--- src/rtl/fetch_unit.sv ---
// Instruction fetch stage: PC register, redirect/exception steering, and an IF/ID slot
// with a one-entry skid buffer so that ID outputs stay frozen across stalls.
module fetch_unit #(
  parameter logic [31:0] RESET_PC   = 32'h0000_3000,
  parameter logic [31:0] ISR_PC     = 32'h0000_4180,
  parameter int unsigned DELAY_SLOT = 1
) (
  input  logic        clk,
  input  logic        reset_n,
  input  logic        stall,
  input  logic        redirect_valid,
  input  logic [31:0] redirect_pc,
  input  logic        exc_req,
  output logic [31:0] im_addr,
  output logic        im_enable,
  input  logic [31:0] im_result,
  input  logic        im_valid,
  output logic        id_valid,
  output logic [31:0] id_pc,
  output logic [31:0] id_instr,
  output logic        id_adel
);

  logic [31:0] pc_f_q, pc_f_d;
  logic        id_valid_q, id_valid_d;
  logic [31:0] id_pc_q, id_pc_d;
  logic        id_adel_q, id_adel_d;
  logic        hold_valid_q, hold_valid_d;
  logic [31:0] hold_instr_q, hold_instr_d;
  logic        pend_valid_q, pend_valid_d;
  logic [31:0] pend_pc_q, pend_pc_d;

  logic        redir_take;
  logic [31:0] redir_tgt;

  // A redirect arriving on the applying edge is newer than any latched one.
  assign redir_take = redirect_valid | pend_valid_q;
  assign redir_tgt  = redirect_valid ? redirect_pc : pend_pc_q;

  always_comb begin
    pc_f_d       = pc_f_q;
    id_valid_d   = id_valid_q;
    id_pc_d      = id_pc_q;
    id_adel_d    = id_adel_q;
    hold_valid_d = hold_valid_q;
    hold_instr_d = hold_instr_q;
    pend_valid_d = pend_valid_q;
    pend_pc_d    = pend_pc_q;

    if (exc_req) begin
      pc_f_d       = ISR_PC;
      id_valid_d   = 1'b0;
      id_adel_d    = 1'b0;
      hold_valid_d = 1'b0;
      pend_valid_d = 1'b0;
    end else if (stall) begin
      // The memory keeps reading the held PC, so capture the ID word before it is lost.
      if (!hold_valid_q) begin
        hold_instr_d = im_result;
        hold_valid_d = 1'b1;
      end
      if (redirect_valid) begin
        pend_valid_d = 1'b1;
        pend_pc_d    = redirect_pc;
      end
    end else begin
      hold_valid_d = 1'b0;
      pend_valid_d = 1'b0;
      id_pc_d      = pc_f_q;
      id_adel_d    = !im_valid;
      id_valid_d   = 1'b1;
      if (redir_take) begin
        pc_f_d = redir_tgt;
        if (DELAY_SLOT == 0) id_valid_d = 1'b0;
      end else begin
        pc_f_d = pc_f_q + 32'd4;
      end
    end
  end

  always_ff @(posedge clk or negedge reset_n) begin
    if (!reset_n) begin
      pc_f_q       <= RESET_PC;
      id_valid_q   <= 1'b0;
      id_pc_q      <= 32'h0;
      id_adel_q    <= 1'b0;
      hold_valid_q <= 1'b0;
      hold_instr_q <= 32'h0;
      pend_valid_q <= 1'b0;
      pend_pc_q    <= 32'h0;
    end else begin
      pc_f_q       <= pc_f_d;
      id_valid_q   <= id_valid_d;
      id_pc_q      <= id_pc_d;
      id_adel_q    <= id_adel_d;
      hold_valid_q <= hold_valid_d;
      hold_instr_q <= hold_instr_d;
      pend_valid_q <= pend_valid_d;
      pend_pc_q    <= pend_pc_d;
    end
  end

  assign im_addr   = pc_f_q;
  assign im_enable = reset_n;
  assign id_valid  = id_valid_q;
  assign id_pc     = id_pc_q;
  assign id_adel   = id_adel_q;
  assign id_instr  = id_adel_q    ? 32'h0 :
                     hold_valid_q ? hold_instr_q : im_result;

endmodule

--- config.mk ---
export PLATFORM = sky130hd
export DESIGN_NAME = fetch_unit
export DESIGN_NICKNAME = d
export VERILOG_FILES = /design/src/rtl/fetch_unit.sv
export SDC_FILE = /design/constraint.sdc
export NUM_CORES = 1
export LEC_CHECK = 0
export CAP_MARGIN = 20
export CORE_ASPECT_RATIO = 1.5
export CORE_MARGIN = 1
export CORE_UTILIZATION = 49
export DETAILED_ROUTE_END_ITERATION = 8
export PLACE_DENSITY_LB_ADDON = 0.2
export SLEW_MARGIN = 10
export SYNTH_ARGS = -nofsm -noshare
export SYNTH_HDL_FRONTEND = slang
export SYNTH_SLANG_ARGS = --single-unit
--- constraint.sdc ---
create_clock -name clk -period 2.6 [get_ports clk]
set_clock_uncertainty 0.05 [all_clocks]
set_input_delay 0.26 -clock clk [delete_from_list [all_inputs] [get_ports clk]]
set_output_delay 0.26 -clock clk [all_outputs]
set_load 0.005 [all_outputs]
==> flow_summary.ini, run 1 <==
[synth]
yosys-top-cells-count = 130 x dfrtp_1, 108 x nand2_1, 65 x nor2_1
synth.area.mux_share_pct = 16.8
yosysMostFrequentCell = dfrtp_1
yosysSeqAreaShare_pct = 50.6
syn_nets = 727
syn_inst = 656
async_reset_ff_share_pct = 100
synth_edf_count = 0
yosys.area_share.xor_xnor_pct = 0.268
yosysUniqueCellTypes = 55
synth_top_area_share_pct = 49.8
synth-simple-area-share_pct = 16.9
ys_ff_latch = 132
syn_area_um2 = 6540
synthFlopType = dfrtp_1
yosys_warnings = 0
synth_top_family_by_area = simple AND/OR/NAND/NOR gates
synth.area.top_cells = dfrtp_1 50%, mux2_2 11%, mux2i_1 6.3%
synth_area_per_cell_um2 = 9.97
synthAdderAreaFrac_pct = 0.191
synth-compound-area-share_pct = 11.8
yosysTopAreaCell = dfrtp_1

[cells_and_area]
antennaDiodeCount = 0
nets = 892
syn_to_final_growth_pct = 38.2
fin_util_pct = 69.4
final_layout_size_suffix_gt1_share_pct = 15.6

[timing]
period_needed_ns = 2.34
setup_tns_ns = 0
hold_violations = 0
worstMarginPinSlew_ns = 0.733
finalCritPeriodShare_pct = 89.8
finalSetupViolCount = 0
rsz0062_at_grt = no
slew_headroom_pct = 51.1
fin_hold_ws_ns = 0.399
finalMaxSlewViolations = 0
max_freq_mhz = 428

[worst_setup_path]
cp_cell_sequence = buf_4, mux2i_1, nor2_1, clkdlybuf4s50_1
slowest_stage = clkdlybuf4s50_1
slowest_delay_ns = 0.50
crit_path_end_kind = output pin
arrival_ns = 2.03
cp.required_ns = 2.29
cp_max_fo = 33
path_class = reg -> out
path_buf_inv = 2
cp_top_family = buffers and inverters
worstSetupStartpointType = register

[drt]
drc = 0
vias_per_cell = 5.74
drt_first_pass_iters = 5
vias = 5695
ant_nets = 0
wl_per_cell_um = 18.1
drt_wl_total_um = 18000
drtIter0Drc = 282

[outcome]
status = complete, no violations

[min_path]
hold_class = in -> reg

[power_and_ir_drop]
seqPwrFrac_pct = 41.8
power_mw = 6.00
power.density_nw_per_um2 = 664
p_leak_nw = 3.89
cellInternalPower_mw = 4.46
irDropWorstVdd_uv = 470
power.switching_mw = 1.54
p_sw_share_pct = 25.7
combPwrFrac_pct = 17.4
p_clk_share_pct = 40.8

[floorplanning]
die_h_um = 143
die_area_um2 = 13800
start_util_pct = 50.2
rows = 51
core-area_um2 = 13000
die_w_um = 96.3
num_io_pins = 169

[global_routing]
antenna_found_initial = 0
first_global_vias = 5678
grt_usage_pct = 27.3
overflow = 0
grt_max_degree = 133
grt_pass1_wl_um = 28400

[clocking]
htreeDepth = 4
cts-root-buf = clkbuf_16
ctsResizeCount = 0
cts_setup_buffers = 0
cts_sinks = 132
cts_tree = yes
clkTransAtPathRegs_ns = 0.06
cts_buffers = 17
worstSkewPairLatency_ns = 0.42
cts_buffer_depth = 2

[flow_run]
maxCapViolCount = 0

[place]
gp_congestion = 0.877
dp_hpwl_um = 12700
place.port_buffers = 168
## metrics by stage
stage	cells	cell area (um2)	worst slack, ns
6_report	993	9040	0.264
5_1_grt	993	9040	0.0639
4_1_cts	993	9040	0.235
3_5_place_dp	960	8420	0.320
3_3_place_gp	960	8420	0.326
2_1_floorplan	656	6540	0.637
## logic make-up (layout without fill, tap and decap cells)
family	after synthesis	count (layout)
AND/OR/NAND/NOR	239	239
flip-flops	132	132
AO/OA/AOI/OAI	123	123
multiplexers	102	102
buffers and inverters	57	235
XOR/XNOR	2	2
adder cells (fa/ha/maj)	1	1
## routing by layer
layer	track usage, %	part of all wire [%]	vias up
li1	-	-	2648
met1	34.3	40	2778
met2	46.1	50	239
met3	4.66	7.3	30
met4	10.8	2.3	0
met5	0	0	-
## flip-flops by register name, indices dropped and copies added (netlist names)
signal,flops
hold_instr_q,32
id_pc,32
im_addr,32
pend_pc_q,32
hold_valid_q,1
id_adel,1
id_valid,1
pend_valid_q,1
## area by class of cell
cell class	instances	area, um2
fillers	1017	3980
flip-flops and latches	132	3310
multi-input cells	467	3010
repair buffers	191	1870
clock buffers	18	429
well taps	159	199
clock inverters	14	176
inverters	12	45.0
## worst paths after layout
path                                     to            from  slack [ns]  cells past startpoint
max                            id_instr[13]    hold_valid_q        0.26                      4
min                            pend_pc_q[2]  redirect_pc[2]        0.40                      3
min in group asynchronous  hold_instr_q[23]         reset_n        0.58                      3
min reg2reg                       id_pc[18]       id_pc[18]        0.42                      2
max reg2reg                     im_addr[12]      im_addr[2]        0.28                      6
max in group asynchronous        im_addr[6]         reset_n        1.34                      3
## tightest hold or removal path, cell delays in order
cell and delay (ns):
clkdlybuf4s50_1 0.40, inv_1 0.07, o21ai_0 0.09
## cell usage in the layout, fill, tap and decap left out, types with 3 or more instances in the layout
cell type        netlist  final
clkdlybuf4s50_1        0    167
dfrtp_1              130    129
nand2_1              108    108
nor2_1                65     63
mux2_2                61     61
mux2i_1               41     41
o21ai_0               41     41
a21oi_1               28     28
buf_4                  1     21
clkbuf_16              0     17
nand3_1               13     13
nor3_1                13     13
inv_1                 12     12
a31oi_1                8      8
and3_1                 7      7
nand4_1                6      6
o22ai_1                5      5
a22o_1                 5      5
o221ai_1               5      5
a211oi_1               4      4
a21o_1                 4      4
nor4_1                 4      4
inv_6                  0      4
nand2b_1               3      3
or2_2                  3      3
nor4_4                 3      3
a22oi_1                3      3
a41oi_1                3      3
clkinv_4               0      3
bufinv_16              0      3
## power groups by stage
stage	Sequential [mW]	Clock, mW	Combinational [mW]
final	2.51	2.45	1.05
after global routing	2.54	2.57	1.15
after CTS	2.51	2.49	1.06
after detailed placement	2.54	0	1.05
after global placement	2.52	0	1.02
after floorplan	2.50	0	0.486
## repair_timing
action / 4_1_cts / 5_1_grt
hold buffers: 1 / 0
hold endpoints to repair: 130 / 0
setup endpoints to repair: 0 / 0
(Power assumes the default switching activity.)
==> run 2, diff against run 1 <==
- ABC_CLOCK_PERIOD_IN_PS: not set -> 2600
- GPL_TIMING_DRIVEN: not set -> 0
==> flow_summary.ini, run 2 (synthesized netlist as in run 1, its figures left out) <==
[worst_setup_path]
arrival_ns = 2.81
cp_max_fo = 10
slowest_stage = nor2_1
cp-startpoint = exc_req
path_class = in -> reg
cp.required_ns = 2.89
slowest_delay_ns = 0.72
cp_top_family = simple AND/OR/NAND/NOR gates
rr_endpoint = im_addr[12]
worstSetupStartpointType = input pin
r2r_cells = 6
r2r_start = im_addr[2]
cp_cell_sequence = clkdlybuf4s50_1, buf_2, nor2_1, nand2_1, or4_1, nand4_1
path_buf_inv = 2
rrSetupSlack_ns = 0.09
crit_path_end_kind = register

[drt]
vias_per_cell = 5.74
ant_nets = 0
drc = 0
wl_per_cell_um = 18.7
drt_first_pass_iters = 5
vias = 5829
drtIter0Drc = 347
drt_wl_total_um = 18900

[cells_and_area]
finalNonFillerCells = 1015
final_common_cell = clkdlybuf4s50_1
fill_cells = 1048
syn_to_final_growth_pct = 37.8
nets = 914
final_cell_mix = 166 x clkdlybuf4s50_1, 130 x dfrtp_1, 108 x nand2_1, 65 x nor2_1, 61 x mux2_2
antennaDiodeCount = 0
fin_util_pct = 69.2
final_layout_size_suffix_gt1_share_pct = 13.8

[outcome]
failed_checks = negative hold slack
status = complete, but fails checks

[power_and_ir_drop]
power.density_nw_per_um2 = 649
p_clk_share_pct = 39.1
power.switching_mw = 1.57
irDropWorstVdd_uv = 605
cellInternalPower_mw = 4.28
p_sw_share_pct = 26.8
p_leak_nw = 3.85
combPwrFrac_pct = 18.1
seqPwrFrac_pct = 42.8

[clocking]
cts_setup_buffers = 0
cts_tree = yes
clkTransAtPathRegs_ns = 0.06
cts_buffer_depth = 2
worstSkewPairLatency_ns = 0.42
htreeDepth = 4
cts-root-buf = clkbuf_16
cts_sinks = 132
cts_buffers = 17

[global_routing]
grt_pass1_wl_um = 29200
grt_usage_pct = 28.1
first_global_vias = 5845
grt_max_degree = 76
antenna_found_initial = 0
overflow = 0

[timing]
finalSetupViolCount = 0
hold_violations = 72
fin_hold_ws_ns = -0.189
finalCritPeriodShare_pct = 96.7
period_needed_ns = 2.51
finalMaxSlewViolations = 0
slew_headroom_pct = 39.5
worstMarginPinSlew_ns = 0.904
setup_tns_ns = 0
max_freq_mhz = 398

[floorplanning]
num_io_pins = 169
rows = 51
die_area_um2 = 13800
start_util_pct = 50.2
die_h_um = 143
core-area_um2 = 13000
die_w_um = 96.3

[place]
place.port_buffers = 167
dp_hpwl_um = 14100
dp_cells = 983
gp_congestion = 0.947

[flow_run]
maxCapViolCount = 0

[min_path]
hold_class = in -> async
==> run 2: layout make-up <==
class	instances	area, um2	share of cell area, %
repair buffers	168	1700	18.9
multi-input cells	467	3010	33.4
clock buffers	18	439	4.87
clock inverters	14	126	1.40
well taps	159	199	2.21
flip-flops and latches	132	3310	36.7
plain buffers	45	190	2.11
inverters	12	45.0	0.500
==> run 2: timing repair <==
item                                   CTS  global route
resized for setup                        3             2
endpoints found under the hold margin   72            72
setup endpoints to repair               30             3
==> run 2: how the worst max path moves through the flow <==
stage,endpoint,slack [ns],cells after the start
2_1_floorplan,im_addr[27],0.64,5
3_3_place_gp,id_pc[29],-3.96,1
3_5_place_dp,im_addr[21],-0.27,6
4_1_cts,id_instr[3],0.08,5
5_1_grt,id_instr[3],-0.002,5
6_report,im_addr[21],0.09,6
==> run 2: metal layers <==
layer | vias up | GRT usage, % | wire length [um]
li1 | 2698 | - | -
met1 | 2828 | 32.2 | 7270
met2 | 263 | 49.2 | 9710
met3 | 40 | 6.14 | 1420
met4 | 0 | 12.7 | 533
met5 | - | 0 | 0
==> run 2: metrics by stage <==
| stage | hold slack [ns] | instance area, um2 | total power [mW] | setup slack (ns) |
|---|---|---|---|---|
| floorplan | -0.0856 | 6540 | 2.98 | 0.637 |
| finish | -0.189 | 9010 | 5.85 | 0.0869 |
| CTS | -0.161 | 9010 | 5.89 | 0.0839 |
| global placement | 0.408 | 8410 | 3.55 | -3.96 |
| global route | -0.130 | 9010 | 6.10 | -0.00203 |
| detailed placement | 0.277 | 8440 | 3.60 | -0.274 |
==> run 2: power groups by stage <==
stage	Combinational [mW]	Clock, mW	Sequential, mW
after global routing	1.16	2.40	2.53
after detailed placement	1.06	0	2.54
after global placement	1.03	0	2.52
after CTS	1.07	2.32	2.50
final	1.06	2.29	2.50
after floorplan	0.486	0	2.50
==> run 2: worst reg2reg max path: cells and delay by family (launching register included) <==
kind,cells,cell delay [ns]
AO/OA/AOI/OAI,2,0.31
AND/OR/NAND/NOR,3,1.36
flip-flops,1,0.48
adder cells (fa/ha/maj),1,0.23
==> run 3, diff against run 2 <==
- CTS_CLUSTER_SIZE: not set -> 16
==> results of run 3 <==
No change in the layout: final DEF, timing and power equal those of run 2.
